### config.mk
export PLATFORM = sky130hd
export DESIGN_NAME = mem_access_unit
export DESIGN_NICKNAME = d
export VERILOG_FILES = /design/src/rtl/mem_access_unit.sv
export SDC_FILE = /design/constraint.sdc
export NUM_CORES = 1
export LEC_CHECK = 0
export CAP_MARGIN = 20
export CORE_ASPECT_RATIO = 0.8
export CORE_MARGIN = 2
export CORE_UTILIZATION = 38
export DETAILED_ROUTE_END_ITERATION = 16
export PLACE_DENSITY = 0.77
export SYNTH_ARGS = -nofsm -noshare
export SYNTH_HDL_FRONTEND = slang
export SYNTH_SLANG_ARGS = --single-unit
### constraint.sdc
create_clock -name ma_i_clk -period 1.9 [get_ports ma_i_clk]
set_clock_uncertainty 0.1 [all_clocks]
set_input_delay 0.38 -clock ma_i_clk [delete_from_list [all_inputs] [get_ports ma_i_clk]]
set_output_delay 0.38 -clock ma_i_clk [all_outputs]
set_load 0.02 [all_outputs]
### src/rtl/mem_access_unit.sv
// MEM-stage data-memory controller: alignment check, word-wide req/ack bus with byte enables.
// Occupancy is 3 cycles minimum (accept, request, response); stalls upstream for accept and request cycles.
module mem_access_unit #(
    parameter int DWIDTH       = 32,
    parameter int AWIDTH       = 32,
    parameter int OPCODE_WIDTH = 6,
    parameter int TIMEOUT      = 16
) (
    input  logic                    ma_i_clk,
    input  logic                    ma_i_rst_n,
    input  logic                    ma_i_valid,
    input  logic [OPCODE_WIDTH-1:0] ma_i_opcode,
    input  logic [AWIDTH-1:0]       ma_i_addr,
    input  logic [DWIDTH-1:0]       ma_i_store_data,
    output logic                    ma_o_stall,
    output logic                    ma_o_mem_req,
    output logic                    ma_o_mem_we,
    output logic [AWIDTH-1:0]       ma_o_mem_addr,
    output logic [DWIDTH-1:0]       ma_o_mem_wdata,
    output logic [3:0]              ma_o_mem_be,
    input  logic                    ma_i_mem_ack,
    input  logic [DWIDTH-1:0]       ma_i_mem_rdata,
    output logic                    ma_o_load_valid,
    output logic [DWIDTH-1:0]       ma_o_load_data,
    output logic [OPCODE_WIDTH-1:0] ma_o_opcode,
    output logic                    ma_o_misalign,
    output logic                    ma_o_timeout
);
    localparam logic [OPCODE_WIDTH-1:0] OP_LB  = 'h20;
    localparam logic [OPCODE_WIDTH-1:0] OP_LH  = 'h21;
    localparam logic [OPCODE_WIDTH-1:0] OP_LW  = 'h23;
    localparam logic [OPCODE_WIDTH-1:0] OP_LBU = 'h24;
    localparam logic [OPCODE_WIDTH-1:0] OP_LHU = 'h25;
    localparam logic [OPCODE_WIDTH-1:0] OP_SB  = 'h28;
    localparam logic [OPCODE_WIDTH-1:0] OP_SH  = 'h29;
    localparam logic [OPCODE_WIDTH-1:0] OP_SW  = 'h2B;
    localparam int CW = $clog2(TIMEOUT) + 1;
    localparam logic [1:0] SZ_BYTE = 2'd0, SZ_HALF = 2'd1, SZ_WORD = 2'd2;

    typedef enum logic [1:0] {S_IDLE, S_ACCESS, S_RESP} state_t;

    state_t                  state_q, state_d;
    logic [CW-1:0]           cnt_q, cnt_d;
    logic                    req_q, req_d, we_q, we_d;
    logic [AWIDTH-1:0]       addr_q, addr_d;
    logic [DWIDTH-1:0]       wdata_q, wdata_d;
    logic [3:0]              be_q, be_d;
    logic [1:0]              lane_q, lane_d, size_q, size_d;
    logic                    ld_q, ld_d;
    logic [OPCODE_WIDTH-1:0] op_q, op_d;
    logic                    load_valid_q, load_valid_d;
    logic [DWIDTH-1:0]       load_data_q, load_data_d;
    logic [OPCODE_WIDTH-1:0] opcode_q, opcode_d;
    logic                    misalign_q, misalign_d, timeout_q, timeout_d;

    logic                    is_load, is_mem, aligned, accept;
    logic [1:0]              size_in;
    logic [DWIDTH-1:0]       rdata_al;

    always_comb begin
        is_load = 1'b0;
        is_mem  = 1'b1;
        size_in = SZ_WORD;
        case (ma_i_opcode)
            OP_LB, OP_LBU: begin is_load = 1'b1; size_in = SZ_BYTE; end
            OP_LH, OP_LHU: begin is_load = 1'b1; size_in = SZ_HALF; end
            OP_LW:         begin is_load = 1'b1; size_in = SZ_WORD; end
            OP_SB:         size_in = SZ_BYTE;
            OP_SH:         size_in = SZ_HALF;
            OP_SW:         size_in = SZ_WORD;
            default:       is_mem = 1'b0;
        endcase
        case (size_in)
            SZ_WORD: aligned = (ma_i_addr[1:0] == 2'b00);
            SZ_HALF: aligned = ~ma_i_addr[0];
            default: aligned = 1'b1;
        endcase
        accept = (state_q == S_IDLE) && ma_i_valid && is_mem && aligned;
    end

    // Read data shifted down so the addressed lane lands at bit 0.
    always_comb begin
        case (size_q)
            SZ_BYTE: rdata_al = {{(DWIDTH-8){1'b0}},  ma_i_mem_rdata[{lane_q, 3'b000} +: 8]};
            SZ_HALF: rdata_al = {{(DWIDTH-16){1'b0}}, ma_i_mem_rdata[{lane_q[1], 4'b0000} +: 16]};
            default: rdata_al = ma_i_mem_rdata;
        endcase
    end

    always_comb begin
        state_d      = state_q;
        cnt_d        = cnt_q;
        req_d        = req_q;
        we_d         = we_q;
        addr_d       = addr_q;
        wdata_d      = wdata_q;
        be_d         = be_q;
        lane_d       = lane_q;
        size_d       = size_q;
        ld_d         = ld_q;
        op_d         = op_q;
        load_valid_d = 1'b0;
        load_data_d  = load_data_q;
        opcode_d     = opcode_q;
        misalign_d   = 1'b0;
        timeout_d    = 1'b0;
        case (state_q)
            S_IDLE: begin
                if (ma_i_valid && is_mem && !aligned) begin
                    misalign_d = 1'b1;
                end else if (accept) begin
                    state_d = S_ACCESS;
                    cnt_d   = '0;
                    req_d   = 1'b1;
                    we_d    = ~is_load;
                    addr_d  = {ma_i_addr[AWIDTH-1:2], 2'b00};
                    lane_d  = ma_i_addr[1:0];
                    size_d  = size_in;
                    ld_d    = is_load;
                    op_d    = ma_i_opcode;
                    case (size_in)
                        SZ_BYTE: begin
                            wdata_d = {4{ma_i_store_data[7:0]}};
                            be_d    = is_load ? 4'b1111 : (4'b0001 << ma_i_addr[1:0]);
                        end
                        SZ_HALF: begin
                            wdata_d = {2{ma_i_store_data[15:0]}};
                            be_d    = is_load ? 4'b1111 : (ma_i_addr[1] ? 4'b1100 : 4'b0011);
                        end
                        default: begin
                            wdata_d = ma_i_store_data;
                            be_d    = 4'b1111;
                        end
                    endcase
                end
            end
            S_ACCESS: begin
                if (ma_i_mem_ack) begin
                    state_d  = S_RESP;
                    req_d    = 1'b0;
                    opcode_d = op_q;
                    if (ld_q) begin
                        load_valid_d = 1'b1;
                        load_data_d  = rdata_al;
                    end
                end else if (cnt_q == CW'(TIMEOUT - 1)) begin
                    state_d   = S_RESP;
                    req_d     = 1'b0;
                    opcode_d  = op_q;
                    timeout_d = 1'b1;
                end else begin
                    cnt_d = cnt_q + 1'b1;
                end
            end
            default: state_d = S_IDLE;
        endcase
    end

    always_ff @(posedge ma_i_clk) begin
        if (!ma_i_rst_n) begin
            state_q      <= S_IDLE;
            cnt_q        <= '0;
            req_q        <= 1'b0;
            we_q         <= 1'b0;
            addr_q       <= '0;
            wdata_q      <= '0;
            be_q         <= '0;
            lane_q       <= '0;
            size_q       <= '0;
            ld_q         <= 1'b0;
            op_q         <= '0;
            load_valid_q <= 1'b0;
            load_data_q  <= '0;
            opcode_q     <= '0;
            misalign_q   <= 1'b0;
            timeout_q    <= 1'b0;
        end else begin
            state_q      <= state_d;
            cnt_q        <= cnt_d;
            req_q        <= req_d;
            we_q         <= we_d;
            addr_q       <= addr_d;
            wdata_q      <= wdata_d;
            be_q         <= be_d;
            lane_q       <= lane_d;
            size_q       <= size_d;
            ld_q         <= ld_d;
            op_q         <= op_d;
            load_valid_q <= load_valid_d;
            load_data_q  <= load_data_d;
            opcode_q     <= opcode_d;
            misalign_q   <= misalign_d;
            timeout_q    <= timeout_d;
        end
    end

    // Gated by reset so upstream never sees a stall while the FSM is being cleared.
    assign ma_o_stall      = ma_i_rst_n && ((state_q == S_ACCESS) || accept);
    assign ma_o_mem_req    = req_q;
    assign ma_o_mem_we     = we_q;
    assign ma_o_mem_addr   = addr_q;
    assign ma_o_mem_wdata  = wdata_q;
    assign ma_o_mem_be     = be_q;
    assign ma_o_load_valid = load_valid_q;
    assign ma_o_load_data  = load_data_q;
    assign ma_o_opcode     = opcode_q;
    assign ma_o_misalign   = misalign_q;
    assign ma_o_timeout    = timeout_q;
endmodule
# Word-level counts from Yosys, hierarchy flattened
# Index checks and enable logic that the tools add are counted.
[word_totals]
register_bits = 127
inputBits = 106
out_inout_bits = 112
word_cells = 100
[op_classes]
addsub = 1
eq_ne = 18
shift = 3
mux = 30
bitwise_logic = 5
reduce_logical = 27
[ops]
columns = ["op", "count"]
rows = [
  ["32-bit case mux with 2 select lines", 2],
  ["6-bit == test, second input constant", 8],
  ["32-bit by 6-bit indexed part select with 16-bit output", 1],
  ["32-bit by 6-bit indexed part select with 8-bit output", 1],
  ["5-bit two-way mux", 4],
  ["4-bit two-way mux", 3],
  ["6-bit two-way mux", 2],
  ["3-bit AND reduction", 4],
  ["5-bit case mux with 2 select lines", 1],
  ["1-bit two-way mux", 9],
  ["3-bit OR reduction", 3],
  ["2-bit logical NOT", 4],
  ["2-bit two-way mux", 4],
  ["2-bit != test, second input constant", 4],
  ["2-bit case mux with 2 select lines", 2],
  ["4-bit case mux with 2 select lines", 1],
  ["8-bit OR reduction", 1],
  ["2-bit by 1-bit == test with 1-bit output, second input constant", 3],
  ["1-bit logical AND", 6],
  ["5-bit by 1-bit adder with 5-bit output, second input constant", 1],
  ["5-bit by 4-bit == test with 1-bit output, second input constant", 1],
  ["1-bit NOT", 5],
  ["5-bit AND reduction", 1],
  ["5-bit OR reduction", 1],
  ["9 further kinds", 12],
]

# Longest topological paths before layout
[logic_depth]
word_depth = 9
depth_mapped = 8
depth_no_buf = 8

# Worst setup path after synthesis
# OpenSTA, ideal clock, no wires.
[synth_path]
path_type = "input port to output port"
start = "input ma_i_opcode[4]"
end = "output ma_o_stall"
arrival_time_ns = 1.512
t_required_ns = 1.420
path_slack_ns = -0.092
stages = 6
n_path_buf = 1
cell_sequence = "and2b_1 nand2_1 clkbuf_1 a21oi_1 a41oi_1 nor2_1"
[synth_via]
elab_chain_cells = 8
word_cells_on_any_way = 20
[synth_rtl]
columns = ["element", "line_no", "text"]
rows = [
  ["start: declaration", "12", "input logic [OPCODE_WIDTH-1:0] ma_i_opcode,"],
  ["6-bit == test", "64", "case (ma_i_opcode)"],
  ["3-bit OR reduction (no source line)", "-", ""],
  ["2-bit case mux with 2 select lines", "64", ""],
  ["2-bit by 1-bit == test with 1-bit output or 2-bit == test (tied branches)", "73", "case (size_in)"],
  ["1-bit case mux with 2 select lines", "73", ""],
  ["1-bit logical AND (*)", "78", "accept = (state_q == S_IDLE) && ma_i_valid && is_mem && aligned;"],
  ["1-bit logical OR (*)", "198", "assign ma_o_stall = ma_i_rst_n && ((state_q == S_ACCESS) || accept);"],
  ["1-bit logical AND (*)", "198", ""],
  ["end: declaration", "15", "output logic ma_o_stall,"],
]
# Mark *: on every way between the ends. The rest lies on a longest branch, timed or not.

# Final worst setup path
[layout_path]
start = "register load_data_q[24], in the netlist ma_o_load_data[24]"
end = "output ma_o_load_data[24]"
[layout_lines]
columns = ["element", "line_no", "text"]
rows = [
  ["start: declaration", "52", "logic [DWIDTH-1:0] load_data_q, load_data_d;"],
  ["start signal: assignment", "190", "load_data_q <= load_data_d;"],
  ["end: declaration", "24", "output logic [DWIDTH-1:0] ma_o_load_data,"],
]
# No word-level cell between the ends.

==> flow_summary.json <==
{
  "outcome": "finished, final reports clean",
  "synth_area_leaders": "dfxtp_1 49%, nand2_1 10%, a21oi_1 5.8%, nor2_1 4.1%, mux2i_1 3.3%",
  "whs_path_depth": 3,
  "ir_worst_vdd_uv": 569,
  "worst_setup_path_start_kind": "register",
  "end_kind": "primary output",
  "drc": 0,
  "synth_warnings": 0,
  "stdcell_count": 1034,
  "start_util": 0.394,
  "grt_pass1_wl_um": 27400,
  "crit_chain": "clkdlybuf4s50_1",
  "slew_headroom": 0.615,
  "dpl.hpwl_um": 12600,
  "crit_family": "buffers and inverters",
  "yosys.area.top_type": "dfxtp_1",
  "syn_to_final_growth_pct": 64.9,
  "maxCapViolCount": 0,
  "synth_fa_ha_area_frac": 0.00681,
  "yosys.area_share.xor_xnor": 0,
  "fmax_ghz": 0.539,
  "worstMarginPinSlew_ps": 576,
  "cp.buffers_inverters": 1,
  "dieArea_mm2": 0.0145,
  "drive_above_1_share": 0.134,
  "synth_top_family_by_area": "compound AO/OA/AOI/OAI gates",
  "combPwrFrac": 0.105,
  "grt_pass1_vias": 5466,
  "die_h_um": 108,
  "drv_slew": 0,
  "p_seq_frac": 0.416,
  "yosys.area_share.simple": 0.188,
  "antenna_cells": 0,
  "cp_data_arrival_time_ps": 1370,
  "synthMuxAreaShare": 0.0331,
  "rr_worst_depth": 4,
  "dieWidth_um": 134,
  "power.leakage_nw": 3.50,
  "dpl.cell_count": 997,
  "htreeDepth": 4,
  "power.total_mw": 6.53,
  "p_per_area_mw_per_mm2": 770,
  "period_minus_slack_ps": 1850,
  "cpPeakStageDelay_ps": 620,
  "postRouteAntennaNets": 0,
  "crit_required_ps": 1420,
  "cts_buffer_depth": 2,
  "grt_setup_unrepaired": "true",
  "power_frac_clock": 0.479,
  "clk_pin_slew_ps": 60,
  "gp_congestion": 0.890,
  "critPathKind": "reg -> out",
  "whs_ps": 201,
  "r2r_start": "state_q[0]$_SDFFE_PN0P_",
  "power.switching_mw": 1.56,
  "via_per_inst": 5.34,
  "hold_viol": 0,
  "synth_edf_count": 0,
  "core_mm2": 0.0131,
  "holdCritPathClass": "in -> reg",
  "switching_share": 0.240,
  "root_buffer": "clkbuf_16",
  "routed_wirelength_um": 17600,
  "vias": 5517,
  "synth_common_cells": "141 x nand2_1, 127 x dfxtp_1, 60 x a21oi_1",
  "syn_inst": 607,
  "grt_antenna_before_repair": 0,
  "cp_slowest_cell": "clkdlybuf4s50_1",
  "yosysMostFrequentCell": "nand2_1",
  "final_nets": 954,
  "clk_latency_ps": 410,
  "tns_ps": 0,
  "numCtsBuffers": 17,
  "internal_power_mw": 4.97,
  "syn-cell-area_mm2": 0.00514,
  "synth-compound-area-share": 0.225,
  "ys_seq_area_frac": 0.495,
  "wl_per_cell_um": 17.1,
  "cts-hold-fix-buffers": 0,
  "synth_ff_type": "dfxtp_1",
  "reg2reg_slack_ps": 80,
  "first_iter_violations": 423,
  "synthDistinctLibCells": 47,
  "min_to": "op_q[0]$_SDFFE_PN0P_",
  "boundaryPins": 218,
  "grt_max_degree": 39,
  "async_reset_ff_frac": 0,
  "port-buffer-count": 215,
  "period_share": 0.976,
  "rows": 37,
  "dr.pass1.iters": 6,
  "fin_util": 0.649,
  "synth_seq_cells": 127,
  "r2r-end": "ma_o_load_data[20]$_SDFFE_PN0P_",
  "track_usage": 0.238,
  "grt-ovfl-total": 0,
  "clock_sink_count": 127,
  "finalSetupViolCount": 0,
  "worstHoldStart": "ma_i_opcode[0]",
  "cts_tree": "done",
  "avgSynthCellArea_um2": 8.47,
  "cp_max_fo": 2,
  "synth_top_area_share": 0.495
}
## logic make-up after synthesis
family,after synthesis
DFF,127
buffers and inverters,59
muxes,17
adders and majority gates,3
and+or+nand+nor,232
AOI/OAI and AO/OA,168
other,1
## how the worst max path moves through the flow
stage	to	cells past startpoint	slack, ps	startpoint
after global routing	ma_o_opcode[5]$_SDFFE_PN0P_	8	-20	cnt_q[0]$_SDFFE_PN0P_
after floorplan	ma_o_stall	6	10	ma_i_opcode[4]
after global placement	ma_o_stall	7	-720	ma_i_opcode[2]
after CTS	ma_o_mem_be[2]	1	0.005	ma_o_mem_be[2]$_SDFFE_PN0P_
after detailed placement	ma_o_stall	7	-810	ma_i_opcode[2]
final	ma_o_load_data[24]	1	50	ma_o_load_data[24]$_SDFFE_PN0P_
## cell type report
class                   count  area (um2)
fillers                  1044        4580
repair buffers            267        2650
flip-flops and latches    127        2540
multi-input cells         422        2450
clock buffers              20         467
well taps                 175         219
clock inverters            12         109
inverters                  11        42.5
## power groups by stage
stage	Combinational [mW]	Clock [mW]	Sequential (mW)
global placement	0.643	0	2.77
global route	0.727	3.31	2.72
detailed placement	0.658	0	2.77
floorplan	0.205	0	2.81
finish	0.686	3.13	2.72
CTS	0.676	3.18	2.72
## sequential cells by signal, summed over array words and instances (netlist names), 2 cells and up
register        cells
ma_o_load_data     32
ma_o_mem_wdata     32
ma_o_mem_addr      30
ma_o_opcode         6
op_q                6
cnt_q               5
ma_o_mem_be         4
lane_q              2
size_q              2
state_q             2
## per-stage QoR
stage	instance area, um2	setup WS, ps
6_report	8480	45.8
5_1_grt	8480	-15.1
4_1_cts	8370	0.00522
3_5_place_dp	7710	-807
3_3_place_gp	7710	-718
2_1_floorplan	5150	9.57
## layer usage
layer  share of wire  track usage  vias up  wire length [um]
met5               0            0        -                 0
met1            0.41        0.285     2624              7270
li1                -            -     2610                 -
met4           0.016       0.0850        0               281
met2            0.48        0.398      252              8450
met3           0.093       0.0835       31              1640
## cells in the final DEF (no fill, tap or decap), types with 15 or more instances in the layout
| cell | count |
|---|---|
| clkdlybuf4s50_1 | 180 |
| nand2_1 | 138 |
| dfxtp_1 | 127 |
| a21oi_1 | 58 |
| nor2_1 | 53 |
| buf_4 | 43 |
| dlymetal6s2s_1 | 24 |
| o21ai_0 | 18 |
| mux2i_1 | 17 |
| clkbuf_16 | 17 |
| a211oi_1 | 16 |
| a22o_1 | 16 |
| a222oi_1 | 15 |
## what timing repair did
action                                  4_1_cts  5_1_grt
buffers inserted                              2        3
pin swaps                                     7        5
gates resized for setup                      46       39
endpoints found under the setup margin      103       96
(Power assumes the default switching activity.)
